**src/rtl/io_pkg.sv**
```systemverilog
// Shared types and constants for the IO-slot peripherals.
package io_pkg;

   typedef enum logic [1:0] {
      IDLE,
      START,
      DATA,
      STOP
   } uart_state_t;

   localparam int unsigned UART_DEFAULT_BAUD_DIV = 434;
   localparam int unsigned UART_FRAME_BITS       = 10;

endpackage

```
**src/rtl/uart_tx_fifo_if.sv**
```systemverilog
// IO-bus side of the buffered UART: push strobe, byte, and status readback.
interface uart_tx_fifo_if #(
   parameter int unsigned FIFO_DEPTH = 16
) ();

   logic                          we;
   logic [7:0]                    wdata;
   logic                          clr_ovf;
   logic                          full;
   logic                          empty;
   logic [$clog2(FIFO_DEPTH):0]   level;
   logic                          busy;
   logic                          overflow;

   modport master (
      output we, wdata, clr_ovf,
      input  full, empty, level, busy, overflow
   );

   modport slave (
      input  we, wdata, clr_ovf,
      output full, empty, level, busy, overflow
   );

endinterface

```
**src/rtl/uart_tx_fifo_sync_fifo.sv**
```systemverilog
// Single-clock FIFO; full/empty/level are decoded from a registered count.
module sync_fifo #(
   parameter int unsigned WIDTH = 8,
   parameter int unsigned DEPTH = 16
) (
   input  logic                     clk,
   input  logic                     reset,
   input  logic                     push,
   input  logic                     pop,
   input  logic [WIDTH-1:0]         din,
   output logic [WIDTH-1:0]         dout,
   output logic                     full,
   output logic                     empty,
   output logic [$clog2(DEPTH):0]   level
);

   localparam int unsigned AW        = $clog2(DEPTH);
   localparam logic [AW:0] DEPTH_CNT = (AW + 1)'(DEPTH);

   logic [WIDTH-1:0] mem [DEPTH];
   logic [AW-1:0]    wr_ptr;
   logic [AW-1:0]    rd_ptr;
   logic [AW:0]      count;
   logic             push_ok;
   logic             pop_ok;

   // A pop in the same cycle never frees a slot for a push made while full.
   assign push_ok = push && !full;
   assign pop_ok  = pop && !empty;
   assign full    = (count == DEPTH_CNT);
   assign empty   = (count == '0);
   assign level   = count;
   assign dout    = mem[rd_ptr];

   // Storage write; contents need no reset because count gates visibility.
   always_ff @(posedge clk) begin
      if (push_ok) mem[wr_ptr] <= din;
   end

   // Pointers wrap naturally at the power-of-two depth; count tracks occupancy.
   always_ff @(posedge clk or posedge reset) begin
      if (reset) begin
         wr_ptr <= '0;
         rd_ptr <= '0;
         count  <= '0;
      end else begin
         if (push_ok) wr_ptr <= wr_ptr + 1'b1;
         if (pop_ok)  rd_ptr <= rd_ptr + 1'b1;
         case ({push_ok, pop_ok})
            2'b10:   count <= count + 1'b1;
            2'b01:   count <= count - 1'b1;
            default: count <= count;
         endcase
      end
   end

endmodule

```
**src/rtl/uart_tx_fifo.sv**
```systemverilog
// Buffered 8N1 transmitter: bus pushes bytes into a FIFO, the FSM drains it
// onto a registered TX line at BAUD_DIV clocks per bit.
module uart_tx_fifo
   import io_pkg::*;
#(
   parameter int unsigned BAUD_DIV   = UART_DEFAULT_BAUD_DIV,
   parameter int unsigned FIFO_DEPTH = 16
) (
   input  logic           clk,
   input  logic           reset,
   uart_tx_fifo_if.slave  bus,
   output logic           tx
);

   localparam int unsigned DATA_BITS = UART_FRAME_BITS - 2;
   localparam logic [15:0] BAUD_LAST = 16'(BAUD_DIV - 1);
   localparam logic [2:0]  LAST_BIT  = 3'(DATA_BITS - 1);

   uart_state_t                 state;
   uart_state_t                 state_nx;
   logic [15:0]                 baud_cnt;
   logic [15:0]                 baud_cnt_nx;
   logic [2:0]                  bit_idx;
   logic [2:0]                  bit_idx_nx;
   logic [7:0]                  shift;
   logic [7:0]                  shift_nx;
   logic                        tx_nx;
   logic                        pop;
   logic                        tick;
   logic                        ovf;
   logic [7:0]                  head;
   logic                        fifo_full;
   logic                        fifo_empty;
   logic [$clog2(FIFO_DEPTH):0] fifo_level;

   sync_fifo #(
      .WIDTH (8),
      .DEPTH (FIFO_DEPTH)
   ) u_fifo (
      .clk   (clk),
      .reset (reset),
      .push  (bus.we),
      .pop   (pop),
      .din   (bus.wdata),
      .dout  (head),
      .full  (fifo_full),
      .empty (fifo_empty),
      .level (fifo_level)
   );

   assign tick         = (baud_cnt == BAUD_LAST);
   assign bus.full     = fifo_full;
   assign bus.empty    = fifo_empty;
   assign bus.level    = fifo_level;
   assign bus.busy     = (state != IDLE) || !fifo_empty;
   assign bus.overflow = ovf;

   // Next state, baud/bit counters, shift register and the line value to register.
   always_comb begin
      state_nx    = state;
      baud_cnt_nx = baud_cnt;
      bit_idx_nx  = bit_idx;
      shift_nx    = shift;
      pop         = 1'b0;
      tx_nx       = 1'b1;
      case (state)
         IDLE: begin
            tx_nx = 1'b1;
            if (!fifo_empty) begin
               pop         = 1'b1;
               shift_nx    = head;
               baud_cnt_nx = '0;
               state_nx    = START;
            end
         end
         START: begin
            tx_nx = 1'b0;
            if (tick) begin
               baud_cnt_nx = '0;
               bit_idx_nx  = '0;
               state_nx    = DATA;
            end else begin
               baud_cnt_nx = baud_cnt + 1'b1;
            end
         end
         DATA: begin
            tx_nx = shift[0];
            if (tick) begin
               baud_cnt_nx = '0;
               if (bit_idx == LAST_BIT) begin
                  state_nx = STOP;
               end else begin
                  shift_nx   = {1'b0, shift[7:1]};
                  bit_idx_nx = bit_idx + 1'b1;
               end
            end else begin
               baud_cnt_nx = baud_cnt + 1'b1;
            end
         end
         STOP: begin
            tx_nx = 1'b1;
            if (tick) begin
               baud_cnt_nx = '0;
               state_nx    = IDLE;
            end else begin
               baud_cnt_nx = baud_cnt + 1'b1;
            end
         end
         default: state_nx = IDLE;
      endcase
   end

   // FSM state, counters and the registered TX line (one cycle behind the state).
   always_ff @(posedge clk or posedge reset) begin
      if (reset) begin
         state    <= IDLE;
         baud_cnt <= '0;
         bit_idx  <= '0;
         shift    <= '0;
         tx       <= 1'b1;
      end else begin
         state    <= state_nx;
         baud_cnt <= baud_cnt_nx;
         bit_idx  <= bit_idx_nx;
         shift    <= shift_nx;
         tx       <= tx_nx;
      end
   end

   // Sticky overflow: a dropped push sets it and wins over a same-cycle clear.
   always_ff @(posedge clk or posedge reset) begin
      if (reset) begin
         ovf <= 1'b0;
      end else if (bus.we && fifo_full) begin
         ovf <= 1'b1;
      end else if (bus.clr_ovf) begin
         ovf <= 1'b0;
      end
   end

endmodule

```
**src/flat_wrapper.sv**
```systemverilog
// flat-port wrapper written by rule: the top's interface ports become plain ports
module uart_tx_fifo_flat import io_pkg::*;
#(
   parameter int unsigned BAUD_DIV   = UART_DEFAULT_BAUD_DIV,
   parameter int unsigned FIFO_DEPTH = 16
)
  (clk, reset, tx, bus_we, bus_wdata, bus_clr_ovf, bus_full, bus_empty, bus_level, bus_busy, bus_overflow);
  uart_tx_fifo_if #(.FIFO_DEPTH(FIFO_DEPTH)) bus_i ();
  input  logic clk;
  input  logic reset;
  output logic tx;
  input wire logic [$bits(bus_i.we)-1:0] bus_we;
  input wire logic [$bits(bus_i.wdata)-1:0] bus_wdata;
  input wire logic [$bits(bus_i.clr_ovf)-1:0] bus_clr_ovf;
  output wire logic [$bits(bus_i.full)-1:0] bus_full;
  output wire logic [$bits(bus_i.empty)-1:0] bus_empty;
  output wire logic [$bits(bus_i.level)-1:0] bus_level;
  output wire logic [$bits(bus_i.busy)-1:0] bus_busy;
  output wire logic [$bits(bus_i.overflow)-1:0] bus_overflow;
  assign bus_i.we = bus_we;
  assign bus_i.wdata = bus_wdata;
  assign bus_i.clr_ovf = bus_clr_ovf;
  assign bus_full = bus_i.full;
  assign bus_empty = bus_i.empty;
  assign bus_level = bus_i.level;
  assign bus_busy = bus_i.busy;
  assign bus_overflow = bus_i.overflow;
  uart_tx_fifo #(.BAUD_DIV(BAUD_DIV), .FIFO_DEPTH(FIFO_DEPTH)) u_core (.clk(clk), .reset(reset), .bus(bus_i), .tx(tx));
endmodule
```
**config.mk**
```make
export PLATFORM = sky130hd
export DESIGN_NAME = uart_tx_fifo_flat
export DESIGN_NICKNAME = d
export VERILOG_FILES = /design/src/rtl/io_pkg.sv /design/src/rtl/uart_tx_fifo_if.sv /design/src/rtl/uart_tx_fifo_sync_fifo.sv /design/src/rtl/uart_tx_fifo.sv /design/src/flat_wrapper.sv
export SDC_FILE = /design/constraint.sdc
export NUM_CORES = 1
export LEC_CHECK = 0
export ABC_AREA = 1
export ABC_CLOCK_PERIOD_IN_PS = 2290
export CORE_ASPECT_RATIO = 0.8
export CORE_MARGIN = 1.5
export CORE_UTILIZATION = 40
export DETAILED_ROUTE_END_ITERATION = 7
export SLEW_MARGIN = 10
export SYNTH_ARGS = -nofsm -noshare
export SYNTH_HDL_FRONTEND = slang
export SYNTH_SLANG_ARGS = --single-unit
```
**constraint.sdc**
```tcl
create_clock -name clk -period 2.29 [get_ports clk]
set_clock_uncertainty 0.2 [all_clocks]
set_input_delay 0.458 -clock clk [delete_from_list [all_inputs] [get_ports clk]]
set_output_delay 0.458 -clock clk [all_outputs]
set_load 0.005 [all_outputs]
```
==> results.toml <==
[outcome]
outcome = "finished clean"

[route]
drc = 0
ant_nets = 0
routed_wl_um = 17970
viasPerCell = 4.787
post_drt_wl_per_cell_um = 15.33
drtIter0Drc = 379
dr.pass1.iters = 5
routed-via-count = 5610

[min_path]
hold_path_class = "input port to async pin"

[synth]
syn_inst = 821
synth_fp_nets = 852
synth_edf_count = 128
ys_warn_count = 0
syn_avg_cell_area_sq_um = 9.735
synthFlopType = "edfxtp_1"
async_flop_share_pct = 25.58
synth-xor-area-share_pct = 1.425
synth.area.top_cells = "edfxtp_1, dfrtp_1, nand2_1"
synth.yosys.seq_area_share_pct = 61.88
synth_top_area_share_pct = 48.09
netlist_area_sq_um = 7993
synthMuxAreaShare_pct = 0
synth_top_area_cell = "edfxtp_1"
synth-seq-cells = 172
synth.distinct_cells = 38
synth-compound-area-share_pct = 4.086
synth_fa_ha_area_share_pct = 2.974
synth_top_family_by_area = "simple AND/OR/NAND/NOR gates"
yosys.area_share.simple_pct = 23.58

[floorplanning]
core_sq_um = 19680
rows = 46
num_io_pins = 22
start_util_pct = 40.61
chipHeight_um = 129.4
dieArea_sq_um = 20840
die_w_um = 161.0

[grt]
grt_pass1_vias = 5387
grt_pass1_wl_um = 28420
gr-total-overflow = 0
track_usage_pct = 18.18
antenna_found_initial = 0
grt_max_degree = 34

[critical_path]
arrival_ns = 1.59
cp_slowest_cell = "dfrtp_1"
path_cells = "nor2_4 > buf_6 > nand3_4 > buf_6 > nor2_8 > inv_2 > clkbuf_2"
cp_common_cell = "buf_6"
r2r_slack_ns = 0.09
ff2ff_path_depth = 15
critPathCaptureType = "output port"
cp_max_fo = 2
max_stage_delay_ns = 0.41
path_class = "flip-flop to output port"
startpoint_type = "flip-flop"
critPathRequiredTime_ns = 1.63

[placement]
place_area_sq_um = 8864
dpl.cell_count = 1138
dpl.hpwl_um = 12200
port_buffers = 21
place_ws_ns = -0.1346
place_congestion = 0.8085

[power]
power_density_nw_per_um2 = 1214
p_sw_w = 0.004467
p_leak_nw = 4.090
total_power_w = 0.01154
p_seq_share_pct = 35.8
clock_power_share_pct = 24.2
p_int_w = 0.007076
p_sw_share_pct = 38.70
ir_drop_uv = 609.5
combPwrFrac_pct = 40.0

[final_layout]
most-common-layout-cells = "nand2_1, edfxtp_1, nor2_1"
fill_cells = 1863
num-nets-final = 927
final_area_sq_um = 9505
multi_input_area_sq_um = 2635
antenna_cells = 0
areaGrowthSynthToFinish_pct = 18.93
regArea_sq_um = 4947
layout_commonest_cell = "nand2_1"
drive_above_1_share_pct = 14.10
fin_cells = 1172

[cts]
insertion_delay_ns = 0.44
clk_pin_slew_ns = 0.07
ctsLongestPathBuffers = 2
holdBufCountCts = 0
cts_num_sinks = 172
htree_levels = 4
cts_buffers = 17
cts_tree = "done"
cts_root_buf = "clkbuf_16"

[timing]
rsz0062_at_grt = "true"
finalCriticalPeriod_ns = 2.246
worstMarginPinSlew_ns = 0.4526
fmax_mhz = 445.3
relSlewSlack_pct = 69.72
setup_ws_ns = 0.04442
setup_viol = 0
tns_ns = 0
finalCritPeriodShare_pct = 98.06
hold_viol = 0
drv_slew = 0

[flow_run]
drv_cap = 0
## critical path, delay by kind of cell, from the launching register on
kind                   cells  cell delay (ns)
buffers and inverters      4             0.40
and+or+nand+nor            3             0.33
DFF                        1             0.41
## per-layer routing
metal  wire length [um]  vias up  track usage (%)
li1                   -     2835                -
met1               8485     2640            24.90
met2               8420      116            29.59
met3                855       19            3.681
met4                209        0            5.174
met5                  0        -                0
## cells in the mapped netlist (all sizes together), types with 2 or more instances
cell type and count:
inv 86, a22o 2, o211ai 5, buf 23
nor2 96, xnor2 2, xor2 11, ha 19
edfxtp 128, nand3 81, clkbuf 4, clkinv 2
o21bai 2, nand4 8, nand2 253, nor3 3
dfrtp 43, a21oi 16, o21ai 31
## cell families after synthesis
logic type                 after synthesis
and+or+nand+nor                        443
AOI/OAI and AO/OA                       59
buffers and inverters                  115
DFF                                    172
adders and majority gates               19
xor gates and xnor gates                13
## per-stage QoR
step	hold WS, ns	utilization, %
after floorplan	0.2487	-
after global placement	0.2657	45.03
after detailed placement	0.2668	45.03
after CTS	0.08578	48.06
after global routing	0.1196	48.29
final	0.08673	48.29
## power groups by stage
stage          clock [W]  combinational [W]  sequential [W]
6_report         0.00279            0.00461         0.00414
5_1_grt          0.00295            0.00521         0.00418
4_1_cts          0.00283            0.00456         0.00413
2_1_floorplan          0            0.00302         0.00410
3_3_place_gp           0            0.00446         0.00418
3_5_place_dp           0            0.00448         0.00417
## state kept, by name, summed over array words and instances (netlist names)
signal                cells
u_core.bit_idx            3
u_core.u_fifo.wr_ptr      4
u_core.baud_cnt          16
u_core.tx                 1
u_core.u_fifo.level       5
u_core.bus.overflow       1
u_core.u_fifo.mem       128
u_core.shift              8
u_core.state              2
u_core.u_fifo.rd_ptr      4
## cell type report
cell class | instances | area share [%]
Clock buffer | 17 | 4.475
Clock inverter | 14 | 1.422
Inverter | 88 | 3.475
Multi-Input combinational cell | 534 | 27.72
Sequential cell | 172 | 52.05
Tap cell | 264 | 3.475
Timing Repair Buffer | 83 | 7.384
## final timing paths
| path | startpoint | end |
|---|---|---|
| worst max-delay path | u_core.u_fifo.level[0] | bus_busy |
| worst max register to register | u_core.u_fifo.level[0] | u_core.u_fifo.level[4] |
| min in group clk | u_core.shift[5] | u_core.shift[5] |
| max in group asynchronous | reset | u_core.tx |
| worst min register to register | u_core.shift[5] | u_core.shift[5] |
| worst min-delay path | reset | u_core.u_fifo.level[3] |
## timing repair
| item | in CTS | in global routing |
|---|---|---|
| pin swaps | 3 | 8 |
| gates resized for setup | 9 | 12 |
| endpoints found under the setup margin | 3 | 5 |
| setup buffers | 1 | 2 |
Power figures use the tool's default switching activity.
